`config.mk`:
```
export PLATFORM = sky130hd
export DESIGN_NAME = line_job_scheduler
export DESIGN_NICKNAME = d
export VERILOG_FILES = /design/src/rtl/mandel_pkg.sv /design/src/rtl/rr_arbiter.sv /design/src/rtl/line_job_scheduler.sv
export SDC_FILE = /design/constraint.sdc
export NUM_CORES = 1
export LEC_CHECK = 0
export BUFFER_PORTS_ARGS = -buffer_cell sky130_fd_sc_hd__buf_2
export CAP_MARGIN = 20
export CORE_ASPECT_RATIO = 2
export CORE_UTILIZATION = 35
export CTS_CLUSTER_SIZE = 8
export DETAILED_ROUTE_END_ITERATION = 12
export PLACE_DENSITY = 0.68
export SYNTH_ARGS = -nofsm -noshare
export SYNTH_HDL_FRONTEND = slang
export SYNTH_HIERARCHICAL = 1
export SYNTH_SLANG_ARGS = --single-unit
```
`constraint.sdc`:
```
create_clock -name out_stream_aclk -period 3.6 [get_ports out_stream_aclk]
set_clock_uncertainty 0.2 [all_clocks]
set_input_delay 0.36 -clock out_stream_aclk [delete_from_list [all_inputs] [get_ports out_stream_aclk]]
set_output_delay 0.36 -clock out_stream_aclk [all_outputs]
set_load 0.05 [all_outputs]
```
`src/rtl/mandel_pkg.sv`:
```
// mandel_pkg -- shared widths, frame defaults and scheduler state encoding for the Mandelbrot line path.
// Rev 1.0
`default_nettype none

package mandel_pkg;

   localparam int DEPTH_W    = 10;
   localparam int X_W        = 10;
   localparam int Y_W        = 9;
   localparam int DEF_X_SIZE = 640;
   localparam int DEF_Y_SIZE = 480;

   typedef enum logic [1:0] {
      ST_IDLE     = 2'd0,
      ST_DISPATCH = 2'd1,
      ST_DRAIN    = 2'd2,
      ST_DONE     = 2'd3
   } state_t;

   // Position of the set bit in a one-hot vector; zero when no bit is set.
   function automatic int onehot_to_idx(input logic [31:0] vec);
      int idx;
      idx = 0;
      for (int i = 0; i < 32; i++) begin
         if (vec[i]) idx = i;
      end
      return idx;
   endfunction

endpackage

`default_nettype wire

```
`src/rtl/rr_arbiter.sv`:
```
// rr_arbiter -- one-hot round-robin grant; priority restarts just after the last granted requester.
// Rev 1.0
`default_nettype none

module rr_arbiter #(
   parameter int N = 4
) (
   input  logic         clk,
   input  logic         rst_n,
   input  logic [N-1:0] req,
   input  logic         en,
   output logic [N-1:0] grant
);

   localparam int PW = (N > 1) ? $clog2(N) : 1;

   logic [PW-1:0] ptr;
   logic [PW-1:0] cand;
   logic [PW-1:0] gidx;
   logic          found;

   always_comb begin
      grant = '0;
      gidx  = '0;
      cand  = '0;
      found = 1'b0;
      for (int k = 0; k < N; k++) begin
         cand = PW'((int'(ptr) + k) % N);
         if (!found && req[cand]) begin
            grant[cand] = 1'b1;
            gidx        = cand;
            found       = 1'b1;
         end
      end
   end

   always_ff @(posedge clk or negedge rst_n) begin
      if (!rst_n) begin
         ptr <= '0;
      end else if (en && found) begin
         ptr <= (gidx == PW'(N - 1)) ? '0 : gidx + 1'b1;
      end
   end

endmodule

`default_nettype wire

```
`src/rtl/line_job_scheduler.sv`:
```
// line_job_scheduler -- issues one line of pixel jobs to a pool of engines and writes results back out of order.
// Rev 1.0
`default_nettype none

module line_job_scheduler
   import mandel_pkg::*;
#(
   parameter int NUM_ENGINES = 4,
   parameter int X_SIZE      = DEF_X_SIZE,
   parameter int Y_SIZE      = DEF_Y_SIZE
) (
   input  logic                           out_stream_aclk,
   input  logic                           periph_resetn,
   input  logic                           start,
   output logic                           busy,
   output logic                           line_done,
   output logic [NUM_ENGINES-1:0]         job_valid,
   output logic [X_W-1:0]                 job_x,
   output logic [Y_W-1:0]                 job_y,
   input  logic [NUM_ENGINES-1:0]         eng_ready,
   input  logic [NUM_ENGINES-1:0]         res_valid,
   input  logic [NUM_ENGINES*DEPTH_W-1:0] res_depth,
   output logic [NUM_ENGINES-1:0]         res_ack,
   output logic                           wr_en,
   output logic [X_W-1:0]                 wr_addr,
   output logic [DEPTH_W-1:0]             wr_data
);

   localparam int IW = (NUM_ENGINES > 1) ? $clog2(NUM_ENGINES) : 1;
   localparam logic [X_W-1:0] X_LAST = X_W'(X_SIZE - 1);
   localparam logic [Y_W-1:0] Y_LAST = Y_W'(Y_SIZE - 1);

   state_t                   state;
   state_t                   state_nxt;
   logic [X_W-1:0]           next_x;
   logic [X_W-1:0]           written;
   logic [NUM_ENGINES-1:0]   inflight;
   logic [X_W-1:0]           eng_x     [NUM_ENGINES];
   logic [DEPTH_W-1:0]       depth_arr [NUM_ENGINES];
   logic [NUM_ENGINES-1:0]   issue_req;
   logic [NUM_ENGINES-1:0]   issue_gnt;
   logic [NUM_ENGINES-1:0]   coll_req;
   logic [NUM_ENGINES-1:0]   coll_gnt;
   logic                     issue_phase;
   logic                     coll_phase;
   logic [IW-1:0]            iss_idx;
   logic [IW-1:0]            ack_idx;

   for (genvar g = 0; g < NUM_ENGINES; g++) begin : g_unpack_depth
      assign depth_arr[g] = res_depth[g*DEPTH_W +: DEPTH_W];
   end

   // An engine is eligible for a new job only once its previous result has been collected.
   assign issue_phase = (state == ST_DISPATCH);
   assign coll_phase  = (state == ST_DISPATCH) || (state == ST_DRAIN);
   assign issue_req   = issue_phase ? (eng_ready & ~inflight) : '0;
   assign coll_req    = coll_phase  ? (res_valid &  inflight) : '0;

   rr_arbiter #(.N(NUM_ENGINES)) u_issue_rr (
      .clk   (out_stream_aclk),
      .rst_n (periph_resetn),
      .req   (issue_req),
      .en    (issue_phase),
      .grant (issue_gnt)
   );

   rr_arbiter #(.N(NUM_ENGINES)) u_coll_rr (
      .clk   (out_stream_aclk),
      .rst_n (periph_resetn),
      .req   (coll_req),
      .en    (coll_phase),
      .grant (coll_gnt)
   );

   assign iss_idx   = IW'(onehot_to_idx(32'(issue_gnt)));
   assign ack_idx   = IW'(onehot_to_idx(32'(coll_gnt)));
   assign job_valid = issue_gnt;
   assign res_ack   = coll_gnt;
   assign job_x     = next_x;

   always_ff @(posedge out_stream_aclk or negedge periph_resetn) begin
      if (!periph_resetn) begin
         state <= ST_IDLE;
      end else begin
         state <= state_nxt;
      end
   end

   always_comb begin
      state_nxt = state;
      busy      = 1'b0;
      line_done = 1'b0;
      case (state)
         ST_IDLE: begin
            if (start) state_nxt = ST_DISPATCH;
         end
         ST_DISPATCH: begin
            busy = 1'b1;
            if ((|issue_gnt) && (next_x == X_LAST)) state_nxt = ST_DRAIN;
         end
         ST_DRAIN: begin
            busy = 1'b1;
            if (wr_en && (written == X_LAST)) state_nxt = ST_DONE;
         end
         ST_DONE: begin
            line_done = 1'b1;
            state_nxt = ST_IDLE;
         end
         default: state_nxt = ST_IDLE;
      endcase
   end

   always_ff @(posedge out_stream_aclk or negedge periph_resetn) begin
      if (!periph_resetn) begin
         next_x   <= '0;
         written  <= '0;
         inflight <= '0;
         job_y    <= '0;
         wr_en    <= 1'b0;
         wr_addr  <= '0;
         wr_data  <= '0;
      end else begin
         wr_en <= |coll_gnt;
         if (|coll_gnt) begin
            wr_addr <= eng_x[ack_idx];
            wr_data <= depth_arr[ack_idx];
         end
         if ((state == ST_IDLE) && start) begin
            next_x   <= '0;
            written  <= '0;
            inflight <= '0;
         end else begin
            inflight <= (inflight & ~coll_gnt) | issue_gnt;
            if (|issue_gnt) next_x <= next_x + 1'b1;
            if (wr_en) written <= written + 1'b1;
         end
         if (state == ST_DONE) begin
            job_y <= (job_y == Y_LAST) ? '0 : job_y + 1'b1;
         end
      end
   end

   // Column tag per engine; meaningless while the engine is idle, so no reset needed.
   always_ff @(posedge out_stream_aclk) begin
      if (|issue_gnt) eng_x[iss_idx] <= next_x;
   end

endmodule

`default_nettype wire

```
==> flow_summary.yaml <==
yosys:
  avgSynthCellArea_um2: 11.46
  yosysWarningCount: 6
  synth-seq-cells: 100
  ys_seq_area_frac: 0.5139
  synth-main-ff-cell: "dfrtp_1"
  syn_nets: 528
  synth.distinct_cells: 56
  async_flop_share: 0.6000
  synth_edf_count: 40
  syn_inst: 459
  syn_area_um2: 5259
place:
  place_ws_ps: -136.1
  port_buffers: 100
  place_hpwl_um: 9506
  gp_congestion: 0.8528
  dp.cells: 755
timing:
  final_max_slew_viol_count: 0
  timing.final.ws_setup_ps: 116.9
  worst_slew_pin_slew_ps: 889.7
  setup-tns-final_ps: 0
  setup_viol: 0
  period_share: 0.9675
  hold_violations: 0
  post-route-min-period_ps: 3483
  rsz0062_at_grt: "yes"
  fmax_mhz: 287.1
  slew_headroom: 0.4068
cts:
  htree_num_levels: 3
  cts-buffers-inserted: 9
  clock-sinks: 100
  cts_tree: "built"
  clockBufferDepth: 2
  clk_pin_slew_worst_paths_ps: 70
  worstSkewPairLatency_ps: 330
  cts-root-buf: "clkbuf_16"
global_route:
  grt_pass1_wl_um: 20450
  antenna_found_initial: 0
  grt_pass1_vias: 4216
  grt_max_degree: 34
  grt_overflow: 0
  grt_usage: 0.1724
drt:
  drt_iter0_drc: 179
  post_drt_wl_per_cell_um: 16.18
  wl_um: 12910
  num_vias: 4198
  avgViaCountPerCell: 5.261
  antenna_left: 0
  drc: 0
  dr.pass1.iters: 4
run_status:
  status: "complete, no violations"
layout:
  stdcell_count: 798
  drive_gt1_frac: 0.3532
  nets: 667
  diodes: 0
  syn_to_final_growth_pct: 30.84
worst_setup_path:
  cp-end-kind: "register"
  crit_type: "reg2reg"
  critical_path_arrival_ps: 3530
  cp_data_required_time_ps: 3640
  cp_max_fo: 11
  start_kind: "register"
die:
  coreArea_um2: 14740
  initial_utilization: 0.3568
  fp-row-count: 63
  die_area_um2: 15550
  die_h_um: 175.4
  pin_count: 101
  die_width_um: 88.68
flow_run:
  cap_violations: 0
hold_path:
  hp-class: "in2reg"
[kinds of logic after synthesis]
| family | share of synthesized area |
|---|---|
| compound gates | 0.1437 |
| xor+xnor | 0.03997 |
| fa+ha+maj | 0.04283 |
| buf+inv | 0.02617 |
| flops | 0.5139 |
| mux | 0.09779 |
| simple gates | 0.1356 |
[repair_timing]
item	in CTS	in global routing
pin swaps	5	7
hold endpoints to repair	20	0
setup endpoints to repair	18	40
hold buffers	1	0
setup buffers	21	6
gates resized for setup	11	17
cloned	0	0
[metrics by stage]
| stage | utilization | cell area, µm² | hold slack [ps] |
|---|---|---|---|
| floorplan | - | 5423 | -135.6 |
| global placement | 0.4229 | 6233 | 175.2 |
| detailed placement | 0.4229 | 6233 | 179.7 |
| CTS | 0.4589 | 6764 | 26.12 |
| global route | 0.4668 | 6880 | 35.05 |
| finish | 0.4668 | 6880 | 35.38 |
[worst paths after layout]
kind                                     from         end  slack [ps]  cells after the start
worst min-delay path            res_depth[36]  wr_data[6]          40                      3
worst min register to register    eng_x[3][3]  wr_addr[3]         260                      2
min in group asynchronous       periph_resetn  wr_data[3]         330                      2
worst max-delay path                 state[0]  wr_addr[7]         120                     13
worst max register to register       state[0]  wr_addr[7]         120                     13
max in group asynchronous       periph_resetn    job_x[1]        2180                      3
[routing by layer]
layer	share of wire	track usage	vias up
met5	0	0	-
met4	0.036	0.08199	0
met3	0.045	0.04088	34
met2	0.56	0.3176	112
met1	0.36	0.1757	2054
li1	-	-	1998
[synth_stat cells, types with 3 or more instances]
| library cell | n | area (µm²) |
|---|---|---|
| a22oi_1 | 25 | 187.7 |
| nand3_1 | 8 | 40.04 |
| nor2b_1 | 5 | 31.28 |
| xor2_1 | 10 | 87.58 |
| nand2_1 | 46 | 172.7 |
| dfrtp_1 | 60 | 1501 |
| nand2b_1 | 7 | 43.79 |
| nor4_1 | 3 | 18.77 |
| xnor2_1 | 14 | 122.6 |
| nand4_1 | 5 | 31.28 |
| o41ai_1 | 3 | 26.28 |
| nor3_1 | 3 | 15.01 |
| and3_1 | 6 | 37.54 |
| mux4_2 | 7 | 157.7 |
| mux2_2 | 4 | 45.04 |
| ha_1 | 18 | 225.2 |
| a21oi_1 | 8 | 40.04 |
| o21ai_0 | 19 | 95.09 |
| or3_1 | 3 | 18.77 |
| o21ai_1 | 16 | 80.08 |
| o211ai_1 | 11 | 82.58 |
| inv_1 | 8 | 30.03 |
| nor2_1 | 31 | 116.4 |
| o31ai_1 | 3 | 22.52 |
| clkbuf_1 | 17 | 63.81 |
| edfxtp_1 | 40 | 1201 |
| and4_1 | 3 | 26.28 |
| o221ai_1 | 11 | 96.34 |
| mux2i_1 | 27 | 270.3 |
| nor3b_1 | 3 | 22.52 |
[worst max-delay path, cell delays in order, from the launching register on]
cell	delay, ps
dfrtp_1	430
inv_2	100
ha_2	320
and3_1	220
mux4_2	530
buf_4	230
a22oi_1	300
o21ai_4	130
buf_4	160
buf_4	140
nor3_4	210
buf_12	160
a22oi_1	70
o211ai_1	180
[state kept, by name (all words and copies together), names as in the netlist]
signal,cells
eng_x,40
job_x,10
wr_addr,10
wr_data,10
written,10
job_y,9
inflight,4
state,2
u_coll_rr/ptr,2
u_issue_rr/ptr,2
wr_en,1
[cell usage in the layout, fill, tap and decap left out, types with 3 or more instances in the layout]
| master | n |
|---|---|
| edfxtp_1 | 40 |
| o31ai_1 | 3 |
| ha_1 | 16 |
| buf_2 | 95 |
| a21oi_1 | 7 |
| o41ai_1 | 3 |
| nand3_1 | 8 |
| o211ai_1 | 11 |
| o21ai_1 | 16 |
| and3_4 | 3 |
| xor2_1 | 10 |
| and4_1 | 3 |
| a22oi_1 | 23 |
| inv_1 | 7 |
| or3_1 | 3 |
| o221ai_1 | 11 |
| clkbuf_16 | 9 |
| nand2b_1 | 7 |
| nor4b_4 | 3 |
| nand2_1 | 46 |
| inv_2 | 3 |
| nor2_2 | 3 |
| nor3_1 | 3 |
| buf_4 | 46 |
| mux4_2 | 7 |
| xnor2_1 | 14 |
| and3_1 | 3 |
| mux2i_1 | 27 |
| nand4_1 | 5 |
| buf_6 | 3 |
| o21ai_4 | 8 |
| nor2_1 | 28 |
| mux2_2 | 4 |
| o21ai_0 | 11 |
| nor2b_1 | 4 |
| buf_12 | 4 |
| dfrtp_1 | 60 |
[final cells by class]
class	instances	area, µm²
clock buffer	12	256.5
clock inverter	4	47.55
fill	1339	7860
inverter	10	37.54
multi-input combinational	327	2633
sequential	100	2703
tap	195	244.0
timing repair buffer	150	959.7
Power is left out: the tool's default activity adds up to more than one toggle a clock period on the data nets, which glitch-free logic cannot reach.
